<file path="src/rtl/alu16_pkg.sv">
// Shared ALU constants: opcode encoding, flag bit positions and shifter modes.
// The CPU control logic imports the same opcode values.
package alu16_pkg;
  localparam logic [3:0] A_ADD    = 4'd0;
  localparam logic [3:0] A_ADDPLS = 4'd1;
  localparam logic [3:0] A_SUB    = 4'd2;
  localparam logic [3:0] A_SUBMNS = 4'd3;
  localparam logic [3:0] A_AND    = 4'd4;
  localparam logic [3:0] A_OR     = 4'd5;
  localparam logic [3:0] A_XOR    = 4'd6;
  localparam logic [3:0] A_NOT    = 4'd7;
  localparam logic [3:0] A_SL     = 4'd8;
  localparam logic [3:0] A_SRL    = 4'd9;
  localparam logic [3:0] A_SRA    = 4'd10;

  localparam int CF_BIT = 0;
  localparam int ZF_BIT = 1;
  localparam int NF_BIT = 2;

  typedef enum logic [1:0] {
    SH_L  = 2'd0,
    SH_RL = 2'd1,
    SH_RA = 2'd2
  } shift_e;
endpackage

</file>
<file path="src/rtl/alu16_if.sv">
// EX-stage ALU bus: operation request from the pipeline, result/flags back.
interface alu16_if #(parameter int WIDTH = 16);
  logic [3:0]       opcode;
  logic [WIDTH-1:0] operandA;
  logic [WIDTH-1:0] operandB;
  logic             load;
  logic [WIDTH-1:0] ALUo;
  logic [2:0]       flags;
  logic [WIDTH-1:0] ALUo_q;
  logic [2:0]       flags_q;

  modport master (output opcode, operandA, operandB, load,
                  input  ALUo, flags, ALUo_q, flags_q);
  modport slave  (input  opcode, operandA, operandB, load,
                  output ALUo, flags, ALUo_q, flags_q);
endinterface

</file>
<file path="src/rtl/alu16_shifter.sv">
// Barrel shifter for SL/SRL/SRA; co_o is the last bit shifted out (0 when n=0).
module alu16_shifter
  import alu16_pkg::*;
#(
  parameter int WIDTH = 16,
  parameter int SHW   = $clog2(WIDTH)
) (
  input  logic [WIDTH-1:0] a_i,
  input  logic [SHW-1:0]   n_i,
  input  shift_e           mode_i,
  output logic [WIDTH-1:0] y_o,
  output logic             co_o
);
  // One guard bit past each end catches the shifted-out bit for free.
  logic [WIDTH:0] l_ext;
  logic [WIDTH:0] r_ext;

  always_comb begin
    l_ext = {1'b0, a_i} << n_i;
    if (mode_i == SH_RA) r_ext = $signed({a_i, 1'b0}) >>> n_i;
    else                 r_ext = {a_i, 1'b0} >> n_i;

    y_o  = l_ext[WIDTH-1:0];
    co_o = l_ext[WIDTH];
    if (mode_i != SH_L) begin
      y_o  = r_ext[WIDTH:1];
      co_o = r_ext[0];
    end
  end
endmodule

</file>
<file path="src/rtl/alu16.sv">
// 16-bit EX-stage ALU: combinational result/flags plus a load-enabled
// registered copy for observation.
module alu16
  import alu16_pkg::*;
#(
  parameter int WIDTH = 16
) (
  input logic   clock,
  input logic   reset_n,
  alu16_if.slave bus
);
  localparam int SHW = $clog2(WIDTH);

  logic [WIDTH:0]   sum, diff;
  logic             cin, bin;
  logic [WIDTH-1:0] sh_y;
  logic             sh_co;
  shift_e           sh_mode;
  logic [WIDTH-1:0] res_d, res_q;
  logic [2:0]       flg_d, flg_q;
  logic             cf, rsvd;

  alu16_shifter #(.WIDTH(WIDTH)) u_shift (
    .a_i   (bus.operandA),
    .n_i   (bus.operandB[SHW-1:0]),
    .mode_i(sh_mode),
    .y_o   (sh_y),
    .co_o  (sh_co)
  );

  // Bit WIDTH of diff is the unsigned borrow.
  always_comb begin
    cin  = (bus.opcode == A_ADDPLS);
    bin  = (bus.opcode == A_SUBMNS);
    sum  = {1'b0, bus.operandA} + {1'b0, bus.operandB} + (WIDTH+1)'(cin);
    diff = {1'b0, bus.operandA} - {1'b0, bus.operandB} - (WIDTH+1)'(bin);

    sh_mode = SH_L;
    if (bus.opcode == A_SRL) sh_mode = SH_RL;
    if (bus.opcode == A_SRA) sh_mode = SH_RA;

    res_d = '0;
    cf    = 1'b0;
    rsvd  = 1'b0;
    case (bus.opcode)
      A_ADD, A_ADDPLS:    {cf, res_d} = sum;
      A_SUB, A_SUBMNS:    {cf, res_d} = diff;
      A_AND:              res_d = bus.operandA & bus.operandB;
      A_OR:               res_d = bus.operandA | bus.operandB;
      A_XOR:              res_d = bus.operandA ^ bus.operandB;
      A_NOT:              res_d = ~bus.operandA;
      A_SL, A_SRL, A_SRA: begin
        res_d = sh_y;
        cf    = sh_co;
      end
      default:            rsvd = 1'b1;
    endcase

    flg_d         = '0;
    flg_d[CF_BIT] = cf;
    flg_d[ZF_BIT] = rsvd | (res_d == '0);
    flg_d[NF_BIT] = ~rsvd & res_d[WIDTH-1];
  end

  always_ff @(posedge clock or negedge reset_n) begin
    if (!reset_n) begin
      res_q <= '0;
      flg_q <= '0;
    end else if (bus.load) begin
      res_q <= res_d;
      flg_q <= flg_d;
    end
  end

  assign bus.ALUo    = res_d;
  assign bus.flags   = flg_d;
  assign bus.ALUo_q  = res_q;
  assign bus.flags_q = flg_q;
endmodule

</file>
<file path="src/flat_wrapper.sv">
// flat-port wrapper written by rule: the top's interface ports become plain ports
module alu16_flat import alu16_pkg::*;
#(
  parameter int WIDTH = 16
)
  (clock, reset_n, bus_opcode, bus_operandA, bus_operandB, bus_load, bus_ALUo, bus_flags, bus_ALUo_q, bus_flags_q);
  alu16_if #(.WIDTH(WIDTH)) bus_i ();
  input logic clock;
  input logic reset_n;
  input wire logic [$bits(bus_i.opcode)-1:0] bus_opcode;
  input wire logic [$bits(bus_i.operandA)-1:0] bus_operandA;
  input wire logic [$bits(bus_i.operandB)-1:0] bus_operandB;
  input wire logic [$bits(bus_i.load)-1:0] bus_load;
  output wire logic [$bits(bus_i.ALUo)-1:0] bus_ALUo;
  output wire logic [$bits(bus_i.flags)-1:0] bus_flags;
  output wire logic [$bits(bus_i.ALUo_q)-1:0] bus_ALUo_q;
  output wire logic [$bits(bus_i.flags_q)-1:0] bus_flags_q;
  assign bus_i.opcode = bus_opcode;
  assign bus_i.operandA = bus_operandA;
  assign bus_i.operandB = bus_operandB;
  assign bus_i.load = bus_load;
  assign bus_ALUo = bus_i.ALUo;
  assign bus_flags = bus_i.flags;
  assign bus_ALUo_q = bus_i.ALUo_q;
  assign bus_flags_q = bus_i.flags_q;
  alu16 #(.WIDTH(WIDTH)) u_core (.clock(clock), .reset_n(reset_n), .bus(bus_i));
endmodule
</file>
<file path="config.mk">
export PLATFORM = sky130hd
export DESIGN_NAME = alu16_flat
export DESIGN_NICKNAME = d
export VERILOG_FILES = /design/src/rtl/alu16_pkg.sv /design/src/rtl/alu16_if.sv /design/src/rtl/alu16_shifter.sv /design/src/rtl/alu16.sv /design/src/flat_wrapper.sv
export SDC_FILE = /design/constraint.sdc
export NUM_CORES = 1
export LEC_CHECK = 0
export BUFFER_PORTS_ARGS = -buffer_cell sky130_fd_sc_hd__buf_4
export CELL_PAD_IN_SITES_DETAIL_PLACEMENT = 0
export CELL_PAD_IN_SITES_GLOBAL_PLACEMENT = 1
export CORE_MARGIN = 3
export CORE_UTILIZATION = 38
export CTS_BUF_LIST = sky130_fd_sc_hd__clkbuf_4 sky130_fd_sc_hd__clkbuf_8
export DETAILED_ROUTE_END_ITERATION = 6
export PLACE_DENSITY = 0.74
export SLEW_MARGIN = 20
export SYNTH_ARGS = -nofsm -noshare
export SYNTH_HDL_FRONTEND = slang
export SYNTH_HIERARCHICAL = 1
export SYNTH_SLANG_ARGS = --single-unit
</file>
<file path="constraint.sdc">
create_clock -name clock -period 5.49 [get_ports clock]
set_input_delay 0.2745 -clock clock [delete_from_list [all_inputs] [get_ports clock]]
set_output_delay 0.2745 -clock clock [all_outputs]
set_load 0.005 [all_outputs]
</file>
; ---- Yosys cells after proc, flatten, opt, wreduce, memory -nomap -nowiden
; Index checks and enable logic that the tools add are counted.
[totals]
register_bits = 19
in_bits = 39
out_inout_bits = 38
word_cells = 41
[op_classes]
add_sub_neg = 4
n_eq_ne = 11
n_shift = 3
muxes = 8
bitwise = 6
reduce_logical = 7
[ops]
columns = cell, n
row1 = one-hot mux 16 bit (7 select lines), 1
row2 = adder 16 x 16 -> 17 bit, 1
row3 = adder 17 x 1 -> 17 bit, 1
row4 = 2-to-1 mux 17 bit, 1
row5 = << shifter 16 x 4 -> 17 bit, 1
row6 = >> shifter 17 x 4 -> 17 bit, 1
row7 = >>> shifter 17 x 4 -> 17 bit, 1
row8 = subtractor 16 x 16 -> 17 bit, 1
row9 = subtractor 17 x 1 -> 17 bit, 1
row10 = bitwise AND 16 bit, 1
row11 = "== test 4 x 3 -> 1 bit, second input constant", 4
row12 = zero test 16 bit, 1
row13 = 2-to-1 mux 16 bit, 1
row14 = inverter 16 bit, 1
row15 = OR 16 bit, 1
row16 = XOR 16 bit, 1
row17 = "== test 4 bit, second input constant", 3
row18 = OR reduction 11 bit, 1
row19 = "== test 4 x 2 -> 1 bit, second input constant", 2
row20 = "== test 4 x 1 -> 1 bit, second input constant", 1
row21 = zero test 4 bit, 1
row22 = OR reduction 2 bit, 2
row23 = 2-to-1 mux 1 bit, 3
row24 = one-hot mux 1 bit (3 select lines), 1
row25 = 6 further kinds, 6

; ---- Depth between registers and ports, before layout
; Gate-level depths: netlist (run 1).
[logic_depth]
ltp_word = 9
depth_mapped = 18
depth_no_buf = 15

; ---- Cells and area by module
; Netlist (run 1), hierarchy kept.
[modules_own_cells]
columns = mod, n_inst, cells_per_inst, area_each_um2, seq_area_each_um2
row1 = alu16, 1, 521, 3915.0, 475.5
row2 = alu16_shifter, 1, 257, 2064.5, 0.0

; ---- Worst setup path after synthesis (run 1)
; Ideal clock, no wire load.
[synth_path]
kind = input port to output port
from = input port bus_opcode[1]
to = output port bus_flags[1]
arrival_ns = 3.832
required_time_ns = 5.216
setup_slack_ns = 1.383
path_stages = 15
path_buffers = 3
path_cell_list = clkbuf_1 > clkbuf_1 > clkbuf_1 > nand3_1 > fa_1 > fa_1 > o21a_1 > o221a_2 > a32oi_1 > a21oi_1 > xor2_1 > a221o_1 > nor2_1 > nor4b_2 > nor4b_2
[synth_via]
elab_chain_cells = 9
elab_cells_between_ends = 27
classes_between = 2 x add/sub / 11 x eq/ne / 6 x mux / 1 x bitwise / 7 x reduce/logical
[synth_lines]
columns = element, line
row1 = "start, declared", flat_wrapper.sv:10  ; input wire logic [$bits(bus_i.opcode)-1:0] bus_opcode;
row2 = branches (longest 6 deep; another with subtractor 17 x 1 -> 17 bit), n/a
row3 = one-hot mux 16 bit (7 select lines) *, alu16.sv:45  ; case (bus.opcode)
row4 = via bus_ALUo[14], flat_wrapper.sv:14  ; output wire logic [$bits(bus_i.ALUo)-1:0] bus_ALUo;
row5 = zero test 16 bit *, alu16.sv:61  ; flg_d[ZF_BIT] = rsvd | (res_d == '0);
row6 = OR 1 bit *, alu16.sv:61
row7 = "end, declared", flat_wrapper.sv:15  ; output wire logic [$bits(bus_i.flags)-1:0] bus_flags;
; Mark *: on every way through the listed nets, which the timed path passes.

; ---- Worst setup path in the final report (run 1)
[layout_path]
from = input port bus_operandB[0]
to = output port bus_flags[1]
[layout_via]
elab_chain_cells = 6
elab_cells_between_ends = 15
classes_between = 4 x add/sub / 3 x shift / 3 x mux / 4 x bitwise / 1 x reduce/logical
[layout_lines]
columns = element, line
row1 = "start, declared", flat_wrapper.sv:12  ; input wire logic [$bits(bus_i.operandB)-1:0] bus_operandB;
row2 = branches (longest 3 deep; another with subtractor 16 x 16 -> 17 bit), n/a
row3 = one-hot mux 16 bit (7 select lines) *, alu16.sv:45
row4 = zero test 16 bit *, alu16.sv:61
row5 = OR 1 bit *, alu16.sv:61
; Every way passes the cells marked *.

==> results of run 1 <==
==> routing by layer <==
metal | part of all wire | wire (um) | track usage
met1 | 0.42 | 9090 | 0.311
met4 | 0.021 | 453 | 0.0560
met2 | 0.49 | 10400 | 0.415
met3 | 0.066 | 1420 | 0.0134
met5 | 0 | 0 | 0
==> final cells by class <==
cell class	instances	area, um2
Clock buffer	3	41.3
Clock inverter	1	5.00
Fill cell	1608	8700
Inverter	76	285
Multi-Input combinational cell	623	4920
Sequential cell	19	475
Tap cell	211	264
Timing Repair Buffer	83	626
==> per-stage QoR <==
| step | power [mW] | hold WS (ns) | worst slack [ns] | utilization |
|---|---|---|---|---|
| after floorplan | 0.638 | -0.0211 | 1.38 | - |
| after global placement | 0.863 | 0.157 | 1.02 | 0.428 |
| after detailed placement | 0.872 | 0.161 | 0.861 | 0.428 |
| after CTS | 0.971 | 0.413 | 0.818 | 0.432 |
| after global routing | 1.05 | 0.436 | 0.556 | 0.432 |
| final | 0.978 | 0.414 | 0.846 | 0.432 |
==> cells by family (layout without fill, tap and decap cells) <==
logic type / Yosys count / in the layout / share of synthesized area
compound gates: 238 / 238 / 0.282
simple gates: 238 / 238 / 0.206
buf+inv: 136 / 163 / 0.0981
fa+ha+maj: 66 / 66 / 0.143
mux: 64 / 64 / 0.166
flops: 19 / 19 / 0.0795
xor+xnor: 17 / 17 / 0.0249
==> path summary, 6_finish.rpt <==
kind	startpoint	to	slack [ns]	cells after the start
max	bus_operandB[0]	bus_flags[1]	0.85	14
min	bus_load	u_core/bus.ALUo_q[3]	0.41	2
max reg2reg	u_core/bus.flags_q[1]	u_core/bus.flags_q[1]	4.67	2
min reg2reg	u_core/bus.flags_q[2]	u_core/bus.flags_q[2]	0.49	1
max in group asynchronous	reset_n	u_core/bus.ALUo_q[5]	4.87	2
min in group asynchronous	reset_n	u_core/bus.ALUo_q[2]	0.43	2
==> what timing repair did <==
action | 4_1_cts | 5_1_grt
gates resized for setup | 0 | 0
hold endpoints to repair | 19 | 0
hold buffers | 1 | 0
==> power breakdown <==
part	total (mW)	internal, mW	switching, mW
Combinational	0.713	0.302	0.411
Clock	0.0943	0.0504	0.0439
Sequential	0.171	0.160	0.0106
==> sequential cells by signal, indices dropped and copies added (netlist names) <==
name	count
u_core/bus.flags_q	3
u_core/bus.ALUo_q	16
==> worst max-delay path, stage by stage <==
cell and delay (ns):
buf_4 0.65, inv_1 0.19, fa_1 0.49, fa_1 0.46
o21a_1 0.24, o221a_2 0.31, a32oi_1 0.25, a21oi_1 0.15
xor2_1 0.16, a221o_1 0.38, nor2_1 0.10, nor4b_2 0.28
nor4b_2 0.27, buf_4 0.15
==> cell usage after synthesis (10+ instances only) <==
cell | instances | area (um2)
inv_1 | 72 | 270
buf_2 | 12 | 60.1
nand2_1 | 38 | 143
nor2_1 | 79 | 297
a22oi_1 | 10 | 75.1
a21oi_1 | 49 | 245
o211ai_1 | 11 | 82.6
mux4_2 | 27 | 608
o21ai_0 | 39 | 195
mux2_2 | 11 | 124
o21a_1 | 10 | 75.1
mux2i_1 | 26 | 260
a211oi_1 | 12 | 90.1
ha_1 | 62 | 776
o31ai_1 | 11 | 82.6
nand3_1 | 15 | 75.1
dfrtp_1 | 19 | 475
nor3_1 | 18 | 90.1
clkbuf_1 | 36 | 135
nor2b_1 | 13 | 81.3
and2_1 | 10 | 62.6
==> summary.txt, run 1 <==
Drt
  • WL final: 21400 um
  • Routed WL per cell: 21.0 um
  • TritonRoute pass-1 iters: 5
  • DRT iter0 DRCs: around 640
  • Routed Antenna Nets: 0
  • Vias/cell: 6.31
  • DRC viols: 0
  • Vias after detailed routing: 6413

Clock network
  • H-Tree Depth: 1
  • Worst skew pair latency: 0.25 ns
  • Clock transition at path regs: 0.06 ns
  • CTS Buf Count: 3
  • Clk sink count: 19
  • Clock root buffer: clkbuf_8
  • Clock tree buffer depth: 2
  • Post CTS Setup Buffer Count: 0
  • CTS tree: yes

Place
  • Placer Congestion: 0.934
  • Placed cell count: 1011
  • Post-DP Area: 6560 um2
  • Buffers on Ports: 76
  • DP Wirelength: 16300 um

Synth
  • Post-Syn Nets: 883
  • Syn. warnings: 6
  • Post-synthesis sequential area ratio: 0.0795
  • Cells after Synth: just under 800
  • Seq cells post-synth: 19
  • Cell variety after synth: 85
  • Synthesized area: 5980 um2
  • Number of synthesized flops with an enable pin: 0
  • Post-synth ARST share: 1.00
  • Main flop type after synthesis: dfrtp_1
  • Syn Area/Cell: roughly 7.7 um2

Global route
  • First-pass GRT wire length: 33500 um
  • Overflow after GRT: 0
  • Initial antenna violation count: 0
  • Vias in the first global route: 6054
  • All-Layer GR Usage: 0.233
  • Largest net degree at the start of global routing: 66

Timing
  • Min Tclk post-route: 4.64 ns
  • Max-slew violations: 0
  • Endpoints failing setup: 0
  • Final setup TNS: 0 ns
  • Max-slew headroom: 0.302
  • Final worst path period share: 0.846
  • Final Skew: 0 ns
  • Worst-Margin Slew: between 1 and 1.5 ns
  • Final Hold Violating Endpoints: 0
  • RSZ-0062 raised after global routing: no
  • Fmax: 215 MHz

Final layout
  • Finished Layout Cells: 1016
  • Diode count: 0
  • Most common cell after layout, fill and taps aside: buf_4
  • Proportion of layout cells with a drive suffix above 1: 0.178
  • Post-layout instance area: 6610 um2
  • Commonest cells after routing, fill and taps aside: buf_4, nor2_1, inv_1, ha_1, a21oi_1
  • Area growth, synth to finish: 10.6%
  • Final net count: between 900 and 1000

Setup path
  • CP required: roughly 5.2 ns
  • Worst Path Arrival: approximately 4.4 ns
  • Startpoint Class: input port
  • Crit path kind: in2out
  • Crit. End Element: output pin
  • Critical Path Fanout Max: 65

Power
  • Pleak: 2.88 nW
  • Maximum vdd drop: 0.0704 mV
  • Pwr dens: 148 nW/um2

Run status
  • Outcome: finished, final reports clean

Flow run
  • Max-cap violations: 0

Min path
  • Hold Crit Class: in2reg

Floorplan
  • DIE WIDTH: 131 um
  • Number of I/O pins: 77
  • Rows: 45
  • Initial Util: 0.390
  • Core Footprint: 15300 um2
  • Die Y: 131 um
  • Die ar.: ~17000 um2
(Power assumes the default switching activity.)
==> inputs of run 2 (changes only) <==
--- a/config.mk
+++ b/config.mk
@@ -12,7 +12,7 @@
 export CORE_UTILIZATION = 38
 export CTS_BUF_LIST = sky130_fd_sc_hd__clkbuf_4 sky130_fd_sc_hd__clkbuf_8
 export DETAILED_ROUTE_END_ITERATION = 6
-export PLACE_DENSITY = 0.74
+export PLACE_DENSITY = 0.77
 export SLEW_MARGIN = 20
 export SYNTH_ARGS = -nofsm -noshare
 export SYNTH_HDL_FRONTEND = slang
==> constraint.sdc (replaced) <==
create_clock -name clock -period 3.8 [get_ports clock]
set_input_delay 0.19 -clock clock [delete_from_list [all_inputs] [get_ports clock]]
set_output_delay 0.19 -clock clock [all_outputs]
set_load 0.005 [all_outputs]
==> summary.txt, run 2 (synthesized netlist as in run 1, its figures left out) <==
Final layout
  • Largest register FFs: 16 (unchanged)
  • Proportion of layout cells with a drive suffix above 1: 0.299 (+0.122)
  • Final net count: 1008 (+11%)
  • Area growth, synth to finish: 28.0%
  • Finished Layout Cells: 1113 (+9.5%)
  • Most common cell after layout, fill and taps aside: buf_4
  • Core Util, Final: 0.500 (+0.0677)
  • Filler cell count: 1540 (-4.2%)
  • Diode count: 0 (unchanged)
  • Commonest cells after routing, fill and taps aside: buf_4, nor2_1, inv_1, ha_1, a21oi_1

Global route
  • Largest net degree at the start of global routing: 42 (-36%)
  • Initial antenna violation count: 0 (unchanged)
  • Vias in the first global route: 6493 (+7.3%)
  • First-pass GRT wire length: 37700 um (+12%)
  • Overflow after GRT: 0 (unchanged)
  • All-Layer GR Usage: 0.266 (+0.0326)

Clock network
  • CTS tree: yes
  • Worst skew pair latency: 0.25 ns (about the same)
  • Clock tree buffer depth: 2 (unchanged)
  • Clock root buffer: clkbuf_8
  • CTS Buf Count: 3 (unchanged)
  • Clk sink count: 19 (unchanged)
  • Clock transition at path regs: 0.07 ns (about the same)
  • H-Tree Depth: 1 (unchanged)

Power
  • Pwr dens: 216 nW/um2 (+46%)
  • Maximum vdd drop: 0.0987 mV (+40%)
  • Pleak: 3.44 nW (+19%)

Drt
  • Vias after detailed routing: 6967 (+8.6%)
  • WL final: 24700 um (+15%)
  • Vias/cell: 6.26 (-0.83%)
  • Routed WL per cell: 22.2 um (+5.4%)
  • TritonRoute pass-1 iters: 7 (+2)
  • Routed Antenna Nets: 0 (unchanged)
  • DRT iter0 DRCs: 760 (+18%)
  • DRC viols: 0 (unchanged)

Floorplan
  • Number of I/O pins: 77 (unchanged)
  • Core Footprint: 15300 um2 (unchanged)
  • Die ar.: 17300 um2 (unchanged)
  • Initial Util: 0.390 (unchanged)
  • Die Y: 131 um (unchanged)
  • Rows: 45 (unchanged)
  • DIE WIDTH: 131 um (unchanged)

Timing
  • Worst-Margin Slew: 1.14 ns (+0.106 ns)
  • Final Skew: 0 ns (unchanged)
  • Endpoints failing setup: 0 (unchanged)
  • Worst hold margin: 0.320 ns (-0.0940 ns)
  • Max-slew headroom: 0.236 (-0.0660)
  • Min Tclk post-route: 3.73 ns
  • Final worst path period share: 0.982
  • Final Hold Violating Endpoints: 0 (unchanged)
  • Final setup TNS: 0 ns (unchanged)
  • Fmax: 268 MHz
  • Max-slew violations: 0 (unchanged)
  • Worst setup margin: 0.0690 ns (-0.777 ns)

Flow run
  • Max-cap violations: 0 (unchanged)

Setup path
  • Crit. End Element: output pin
  • CP required: 3.61 ns (-1.61 ns)
  • Worst Path Arrival: 3.54 ns (-0.83 ns)
  • Crit path kind: in2out
  • Critical Path Fanout Max: 5 (-92%)
  • Startpoint Class: input port

Place
  • Placed cell count: 1087 (+7.5%)
  • DP Wirelength: 18700 um (+15%)
  • Placer Congestion: 1.04 (+11%)
  • Buffers on Ports: 76 (unchanged)
  • Placement Setup Slack: -0.0492 ns (-0.910 ns)

Min path
  • Hold Crit Class: in2reg

Run status
  • Outcome: finished, final reports clean
run 2: cell types whose count changed in the layout (fill, tap and decap cells not counted), sizes merged:
| cell | previous run | this run |
|---|---|---|
| clkbuf | 3 | 6 |
| buf | 82 | 176 |
run 2: timing repair:
| item | 4_1_cts | 5_1_grt |
|---|---|---|
| endpoints found under the setup margin | 1 | 1 |
| hold endpoints to repair | 19 | 0 |
| setup buffers | 1 | 17 |
| pin swaps | 1 | 24 |
| hold buffers | 1 | 0 |
| cloned | 0 | 3 |
| resized for setup | 2 | 45 |
run 2: power by group:
part | internal [mW] | leakage, nW | total (mW) | switching (mW)
sequential | 0.231 | 0.228 | 0.247 | 0.0159
combinational | 0.584 | 3.19 | 1.27 | 0.684
clock | 0.0727 | 0.0255 | 0.138 | 0.0650
run 2: final timing paths:
path                                       start                     to  slack [ns]  cells past startpoint
setup / recovery                   bus_opcode[3]           bus_flags[1]        0.07                     16
hold / removal                          bus_load   u_core/bus.ALUo_q[9]        0.32                      2
max in group asynchronous                reset_n   u_core/bus.ALUo_q[9]        3.25                      2
setup reg to reg           u_core/bus.flags_q[1]  u_core/bus.flags_q[1]        2.97                      2
min in group asynchronous                reset_n   u_core/bus.ALUo_q[6]        0.35                      2
hold reg to reg            u_core/bus.flags_q[2]  u_core/bus.flags_q[2]        0.49                      1
run 2: metal layers:
| layer | global-route usage | vias to the layer above | share of wire |
|---|---|---|---|
| li1 | - | 3148 | - |
| met1 | 0.392 | 3338 | 0.44 |
| met2 | 0.389 | 418 | 0.43 |
| met3 | 0.0528 | 63 | 0.095 |
| met4 | 0.0823 | 0 | 0.038 |
| met5 | 0 | - | 0 |
run 2: final cells by class:
type                            instances  area (um2)  area share
Timing Repair Buffer                  180        1460       0.191
Clock buffer                            3        41.3     0.00540
Inverter                               76         285      0.0373
Clock inverter                          1        5.00    0.000654
Tap cell                              211         264      0.0345
Multi-Input combinational cell        623        5120       0.670
Sequential cell                        19         475      0.0621
run 2: worst max-delay path: stages:
cell and delay, ns:
buf_4 0.15, nor2_4 0.13, nand3_2 0.11, fa_2 0.45, fa_2 0.37, o21a_1 0.21
o221a_2 0.28, buf_4 0.14, a21boi_1 0.14, xor2_1 0.20, nor2_1 0.07, a221oi_1 0.27
o31ai_2 0.18, nor4b_4 0.26, nor4b_4 0.23, buf_4 0.15
run 2: per-stage QoR:
step                cell area (um2)  power (mW)
finish                         7650        1.65
global route                   7650        1.77
CTS                            7230        1.54
detailed placement             7150        1.39
global placement               7150        1.39
floorplan                      5980       0.923
==> inputs of run 3 (changes only) <==
--- a/config.mk
+++ b/config.mk
@@ -5,14 +5,15 @@
 export SDC_FILE = /design/constraint.sdc
 export NUM_CORES = 1
 export LEC_CHECK = 0
+export ABC_AREA = 1
 export BUFFER_PORTS_ARGS = -buffer_cell sky130_fd_sc_hd__buf_4
 export CELL_PAD_IN_SITES_DETAIL_PLACEMENT = 0
 export CELL_PAD_IN_SITES_GLOBAL_PLACEMENT = 1
 export CORE_MARGIN = 3
-export CORE_UTILIZATION = 38
+export CORE_UTILIZATION = 37
 export CTS_BUF_LIST = sky130_fd_sc_hd__clkbuf_4 sky130_fd_sc_hd__clkbuf_8
 export DETAILED_ROUTE_END_ITERATION = 6
-export PLACE_DENSITY = 0.77
+export PLACE_DENSITY = 0.82
 export SLEW_MARGIN = 20
 export SYNTH_ARGS = -nofsm -noshare
 export SYNTH_HDL_FRONTEND = slang
==> summary.txt, run 3 <==
Place
  • Placed cell count: 1350 (+24%)
  • Buffers on Ports: 76 (unchanged)
  • Placer Congestion: 0.944 (-9.0%)
  • DP Wirelength: 17900 um (-4.2%)

Global route
  • Vias in the first global route: 6570 (+1.2%)
  • Overflow after GRT: 0 (unchanged)
  • Initial antenna violation count: 0 (unchanged)
  • Largest net degree at the start of global routing: 41 (-2.4%)
  • All-Layer GR Usage: 0.242 (-0.0242)
  • First-pass GRT wire length: 34400 um (-8.7%)

Synth
  • Syn. warnings: 6 (unchanged)
  • Post-Syn Nets: 1196 (+35%)
  • Post-synthesis sequential area ratio: 0.0814 (+0.00189)
  • Largest area contributor in the netlist: nand2_1
  • Main flop type after synthesis: dfrtp_1
  • Top-count cell post-synth: nand2_1
  • Synth cell count leaders: nand2_1, inv_1, nand3_1
  • Synth area leaders: nand2_1, ha_1, nand3_1
  • Top cell type's share of synthesized area: 0.254 (+0.125)
  • Syn Area/Cell: 5.35 um2 (-30%)
  • Seq cells post-synth: 19 (unchanged)
  • Synthesized area: 5840 um2 (-2.3%)
  • Post-synth ARST share: 1.00 (unchanged)
  • Cells after Synth: 1091 (+40%)
  • Number of synthesized flops with an enable pin: 0 (unchanged)
  • Cell variety after synth: 44 (-48%)

Clock network
  • CTS Buf Count: 3 (unchanged)
  • Hold buffers post-CTS: 1 (unchanged)
  • Post_cts resized: 0 (-2)
  • CTS tree: yes
  • Clock transition at path regs: 0.07 ns (about the same)
  • Worst skew pair latency: 0.25 ns (about the same)
  • Clock root buffer: clkbuf_8
  • H-Tree Depth: 1 (unchanged)
  • Clk sink count: 19 (unchanged)
  • Clock tree buffer depth: 2 (unchanged)
  • Post CTS Setup Buffer Count: 0 (-1)

Power
  • Clock power share: 0.108 (+0.025)
  • Pwr dens: 208 nW/um2 (-3.6%)
  • Maximum vdd drop: 0.146 mV (+48%)
  • NetSw: 0.700 mW (-8.5%)
  • Pint: 0.663 mW (-25%)
  • Logic pwr share: 0.710 (-0.057)
  • Pleak: 3.89 nW (+13%)
  • Part of the power in registers: 0.182 (+0.033)
  • Net Sw Frac: 0.514 (+0.0507)

Floorplan
  • DIE WIDTH: 132 um (+0.15%)
  • Number of I/O pins: 77 (unchanged)
  • Die ar.: 17300 um2 (+0.30%)
  • Initial Util: 0.381 (-0.00907)
  • Core Footprint: 15300 um2 (unchanged)
  • Die Y: 132 um (+0.15%)
  • Rows: 45 (unchanged)

Final layout
  • Filler cell count: 1842 (+20%)
  • Multi-input logic area: 4450 um2 (-13%)
  • Finished Layout Cells: 1355 (+22%)
  • Diode count: 0 (unchanged)
  • Proportion of layout cells with a drive suffix above 1: 0.114 (-0.186)
  • Commonest cells after routing, fill and taps aside: nand2_1, inv_1, nand3_1, nor2_1, buf_4
  • Most common cell after layout, fill and taps aside: nand2_1
  • Largest register FFs: 16 (unchanged)
  • Core Util, Final: 0.427 (-0.0722)
  • Sequential cell area: 475 um2 (unchanged)
  • Final net count: 1250 (+24%)
  • Area growth, synth to finish: 12.1%

Setup path
  • Critical Path Fanout Max: 21 (+16)
  • Worst Path Arrival: 3.14 ns (-0.40 ns)
  • Startpoint Class: input port
  • Crit. End Element: output pin
  • Crit path kind: in2out
  • CP required: 3.61 ns (about the same)

Run status
  • Outcome: finished, final reports clean

Drt
  • Vias/cell: 5.15 (-18%)
  • DRC viols: 0 (unchanged)
  • DRT iter0 DRCs: 548 (-28%)
  • Routed Antenna Nets: 0 (unchanged)
  • WL final: 21800 um (-12%)
  • Routed WL per cell: 16.1 um (-27%)
  • Vias after detailed routing: 6983 (+0.23%)
  • TritonRoute pass-1 iters: 5 (-2)

Timing
  • Final worst path period share: 0.876 (-0.106)
  • Worst-Margin Slew: 0.874 ns (-0.269 ns)
  • Fmax: 301 MHz (+12%)
  • Max-slew headroom: 0.416 (+0.180)
  • Final setup TNS: 0 ns (unchanged)
  • RSZ-0062 raised after global routing: no
  • Final Hold Violating Endpoints: 0 (unchanged)
  • Min Tclk post-route: 3.33 ns (-0.403 ns)
  • Endpoints failing setup: 0 (unchanged)
  • Max-slew violations: 0 (unchanged)
  • Final Skew: 0 ns (unchanged)

Min path
  • Hold Crit Class: in2reg

Flow run
  • Max-cap violations: 0 (unchanged)
==> run 3: changes by cell type after synthesis, moves of 20 or more <==
cell / change
nand2_1: +358
inv_1: +98
mux4_2: -27
o21ai_0: -20
nand3_1: +134
a21oi_1: -25
mux2i_1: -26
clkbuf_1: -34
==> run 3: power groups by stage <==
stage               registers (mW)  clock network (mW)  logic [mW]
floorplan                    0.253                   0       0.618
global placement             0.250                   0       0.957
detailed placement           0.251                   0       0.958
CTS                          0.248               0.152       0.963
global route                 0.251               0.160        1.08
finish                       0.248               0.147       0.969
==> run 3: final timing paths <==
check	startpoint	end	slack, ns	depth (start not counted)
worst max-delay path	bus_operandB[0]	bus_flags[1]	0.47	13
worst min-delay path	bus_load	u_core/bus.ALUo_q[1]	0.23	2
worst max register to register	u_core/bus.ALUo_q[3]	u_core/bus.ALUo_q[3]	3.08	2
worst min register to register	u_core/bus.ALUo_q[10]	u_core/bus.ALUo_q[10]	0.48	2
max in group asynchronous	reset_n	u_core/bus.flags_q[0]	3.24	2
min in group asynchronous	reset_n	u_core/bus.ALUo_q[12]	0.35	2
==> run 3: per-stage QoR <==
step	hold WS (ns)	setup WS, ns	area, um2	power, mW
global route	0.235	0.334	6550	1.49
global placement	0.0827	0.635	6490	1.21
detailed placement	0.0837	0.633	6490	1.21
CTS	0.219	0.619	6550	1.36
floorplan	-0.106	1.42	5840	0.870
finish	0.229	0.472	6550	1.36
==> run 3: cells by family (layout without fill, tap and decap cells) <==
kind of cell	after synthesis	count (layout)	share of synthesized area
flops	19	19	0.0814
xor+xnor	1	1	0.00150
simple gates	695	695	0.516
fa+ha+maj	66	66	0.147
buf+inv	214	267	0.157
compound gates	96	96	0.0977
==> run 3: per-layer routing <==
metal  vias to the layer above  track usage  routed length [um]
met4                         0       0.0659                 633
met2                       211        0.431               10500
met1                      3190        0.312                9510
met3                        32       0.0207                1210
li1                       3550            -                   -
met5                         -            0                   0
==> run 3: cell type report <==
type                            count  share of cell area
Multi-Input combinational cell    858               0.680
Inverter                          181               0.105
Timing Repair Buffer               82              0.0944
Sequential cell                    19              0.0726
Tap cell                          211              0.0403
Clock buffer                        4             0.00746
==> run 3: critical path, stage by stage <==
cell	delay (ns)
buf_4	0.27
inv_1	0.13
fa_1	0.46
fa_1	0.47
nand2_1	0.09
inv_1	0.04
o21ai_0	0.17
o211ai_1	0.11
nor3_1	0.57
nand3_1	0.16
nor2_1	0.18
and3_1	0.18
buf_4	0.11
